===== src/rtl/mem8_sram.sv =====
// mem8_sram: 256 x 8 synchronous single-port SRAM bank with registered read data,
// write-through on writes and a one-cycle synchronous clear of the whole array.
module mem8_sram #(
    parameter int DATA_W = 8,
    parameter int ADDR_W = 8
) (
    input  logic              CLK,
    input  logic              RST,
    input  logic              CEN,
    input  logic              WEN,
    input  logic [ADDR_W-1:0] A,
    input  logic [DATA_W-1:0] D,
    output logic [DATA_W-1:0] Q
);

    localparam int DEPTH = 2 ** ADDR_W;

    logic [DATA_W-1:0] mem_q [DEPTH];
    logic [DATA_W-1:0] q_q;
    logic [DATA_W-1:0] q_d;
    logic              wr_en;

    // Controls are decoded as a pair so that an unknown CEN or WEN lands in the
    // default arm and drives Q to X in four-state simulation; the arm is
    // unreachable in hardware.
    always_comb begin
        q_d   = q_q;
        wr_en = 1'b0;
        case ({CEN, WEN})
            2'b00: begin
                q_d   = D;
                wr_en = 1'b1;
            end
            2'b01:   q_d = mem_q[A];
            2'b10,
            2'b11:   q_d = q_q;
            default: q_d = 'x;
        endcase
    end

    always_ff @(posedge CLK) begin
        if (RST) begin
            q_q <= '0;
            for (int i = 0; i < DEPTH; i++) begin
                mem_q[i] <= '0;
            end
        end else begin
            q_q <= q_d;
            if (wr_en) begin
                mem_q[A] <= D;
            end
        end
    end

    assign Q = q_q;

endmodule


===== config.mk =====
export PLATFORM = sky130hd
export DESIGN_NAME = mem8_sram
export DESIGN_NICKNAME = d
export VERILOG_FILES = /design/src/rtl/mem8_sram.sv
export SDC_FILE = /design/constraint.sdc
export NUM_CORES = 2
export LEC_CHECK = 0
export CAP_MARGIN = 20
export CORE_UTILIZATION = 26
export CTS_BUF_LIST = sky130_fd_sc_hd__clkbuf_4 sky130_fd_sc_hd__clkbuf_8
export DETAILED_ROUTE_END_ITERATION = 8
export SYNTH_ARGS = -nofsm -noshare
export SYNTH_HDL_FRONTEND = slang
export SYNTH_SLANG_ARGS = --single-unit

===== constraint.sdc =====
create_clock -name CLK -period 3.77 [get_ports CLK]
set_clock_uncertainty 0.1 [all_clocks]
set_input_delay 0.5655 -clock CLK [delete_from_list [all_inputs] [get_ports CLK]]
set_output_delay 0.5655 -clock CLK [all_outputs]
set_load 0.02 [all_outputs]

==> metrics.txt <==
maximum VDD drop 0.360 mV; syn avg cell area 15.2 um^2; Remaining Overflow, GRT 0; DR vias/cell 4.73; hold path cells 2; clk buf depth 4; Hold Worst Slack 0.0921 ns; Worst Tran Pin Value 1.21 ns; Worst Reg-to-Reg Cells 7; H-tree Lvls 5; largest net degree at the start of global routing 120; Yosys Warn Count 0; maximum clock rate 0.307 GHz; metal2 WL 131000 um; Reg power frac 53.9%; max layer used met5; Sw Share 23.6%; Max Slew Vio Count 0; Post CTS Setup Buffer Count 0; startpoint types input pin; final worst setup slack 0.512 ns; post-route cell area 110000 um^2; endpoints failing setup 0; fin crit share 86.4%; metal3 WL 18600 um; Die ar. 364000 um^2; max_cap viols 0; CP max FO 32; vias 55100; insertion delay to the later sink of the worst-skew pair 1.09 ns; TritonCTS buffer count 347; fraction of layout cells with a size suffix above 1 24.3%; Mapped Cells 6200; Final nets 6652; #FFs+latches synth 2056; CTS clk-pin slew, worst paths 0.06 ns; synth unique cells 28; wl on met1 106000 um; r2r setup slk 0.65 ns; CTS Sinks 2056; CORE AREA 359000 um^2; final hold vios 0; Tightest Hold Check Type input pin to register; WS Path Type input pin to register; DR WL/cell 22.8 um; Net Switching 0.0116 W; final WL 266000 um; final core utilization 30.6%; GRT Overall Usage 14.4%; critical path arrival 4.09 ns; Core Rows 220; GPL Wtd Cong 0.865; Pwr Density 450 nW/um^2; internal power 0.0377 W; CP endpoint kind register; post-synth net total 6220; root cell of the clock tree clkbuf_8; Final min period 3.26 ns; Place WS -0.601 ns; Clock power frac 38.3%; post-CTS sizing 0; vias in the first global route 57000; hpwl dp 172000 um; outcome complete, no violations; unrepaired setup endpoints after global routing no; IO Port Bufs 27; num ports 28; Syn-to-layout area delta 16.8%; DR iter-0 viols 6189; Worst slew margin 19.5%; chip width 603 um; first-pass GRT wire length 390000 um; P_leak 37.1 nW; Residual DRC 0; Data required, critical path 4.60 ns; initial antenna violation count 12; Post-DRT Antenna Nets 0; sequential share of the synthesized area 65.6%; Die Ht 603 um; combinational power share 7.8%; DRT Pass-1 Iters 5; CTS tree yes; Post-Syn Area 93900 um^2; Initial Utilization 26.1%; placed instance area 103000 um^2
## synth_stat cells
cell type	n	area share, %
and3_1	72	0.48
or3_1	3	0.020
mux4_2	512	12
buf_1	50	0.20
nand2b_1	4	0.027
nor2_4	1	0.012
nand3_1	19	0.10
and2_1	1979	13
a21o_1	8	0.064
buf_6	8	0.096
nor2_1	247	0.99
nor3b_1	1	0.0080
nor2b_1	8	0.053
o41ai_1	32	0.30
nand4_1	8	0.053
o21ai_0	246	1.3
a22oi_1	256	2.0
nand2_1	42	0.17
or2_2	15	0.10
nor3_1	14	0.075
edfxtp_1	2048	65
dfxtp_1	8	0.17
inv_1	1	0.0040
a21oi_1	128	0.68
buf_4	14	0.11
buf_2	63	0.34
o22ai_1	8	0.053
clkbuf_1	405	1.6
## power by group through the flow
stage | sequential, W | clock, W | combinational, W
2_1_floorplan | 0.0269 | 0 | 0.00219
6_report | 0.0266 | 0.0189 | 0.00384
3_5_place_dp | 0.0271 | 0 | 0.00385
5_1_grt | 0.0267 | 0.0202 | 0.00402
3_3_place_gp | 0.0270 | 0 | 0.00381
4_1_cts | 0.0266 | 0.0193 | 0.00386
## worst paths after layout
path | endpoint | start
min reg2reg | Q[1] | Q[1]
min | mem_q[55][4] | D[4]
max | Q[6] | A[2]
max reg2reg | Q[6] | mem_q[182][6]
## flip-flops by register name, indices dropped and copies added, names as in the netlist
signal and flops:
Q 8, mem_q 2048
## what timing repair did
item,4_1_cts,5_1_grt
endpoints found under the setup margin,0,0
hold buffers,5,0
hold endpoints to repair,97,0
## critical path, cell delays in order
cell,delay (ns)
clkdlybuf4s50_1,0.68
and2_4,0.38
buf_4,0.30
a22oi_1,0.39
a21oi_1,0.20
o41ai_1,0.93
buf_4,0.30
nand4_1,0.11
a21o_1,0.18
## cell type report
type,count,area [um^2]
inverter,1,11.3
clock buffer,469,5720
tap,4773,5970
clock inverter,133,653
sequential,2056,61700
timing repair buffer,623,5570
fill,35200,249000
multi-input combinational,3603,30200
antenna,4,10.0
## metal layers
metal / up-vias / GRT usage, %
met5: - / 0
met4: 2 / 5.74
met3: 469 / 2.46
met2: 2260 / 24.3
met1: 28400 / 18.3
li1: 24000 / -
## layout by cell type, fill, tap and decap left out, types with 7 or more instances in the layout
cell type	n
nor2_1	246
and2_1	1978
a21o_1	8
buf_8	10
nand3_2	12
nand3_1	7
clkbuf_8	352
o22ai_1	8
clkinv_2	35
buf_4	530
nand2_1	41
clkbuf_4	117
o21ai_0	246
a21oi_1	128
a22oi_1	256
clkinvlp_4	12
mux4_2	512
dfxtp_1	8
nor3_1	13
clkinv_1	82
and3_1	72
or2_2	15
buf_12	61
nand4_1	8
edfxtp_1	2048
o41ai_1	32
clkdlybuf4s50_1	16
## cells by family after synthesis
group | Yosys count | share of synthesized area [%]
simple gates | 2413 | 15.3
flops | 2056 | 65.6
compound gates | 678 | 4.45
buf+inv | 541 | 2.37
mux | 512 | 12.3
## through the flow
step | cells | power (W) | setup TNS (ns)
2_1_floorplan | 6200 | 0.0291 | 0
3_3_place_gp | 11100 | 0.0308 | -21.80
3_5_place_dp | 11100 | 0.0309 | -12.42
4_1_cts | 11700 | 0.0497 | 0
5_1_grt | 11700 | 0.0509 | 0
6_report | 11700 | 0.0493 | 0
No activity file was read; power rests on OpenSTA's default activity.
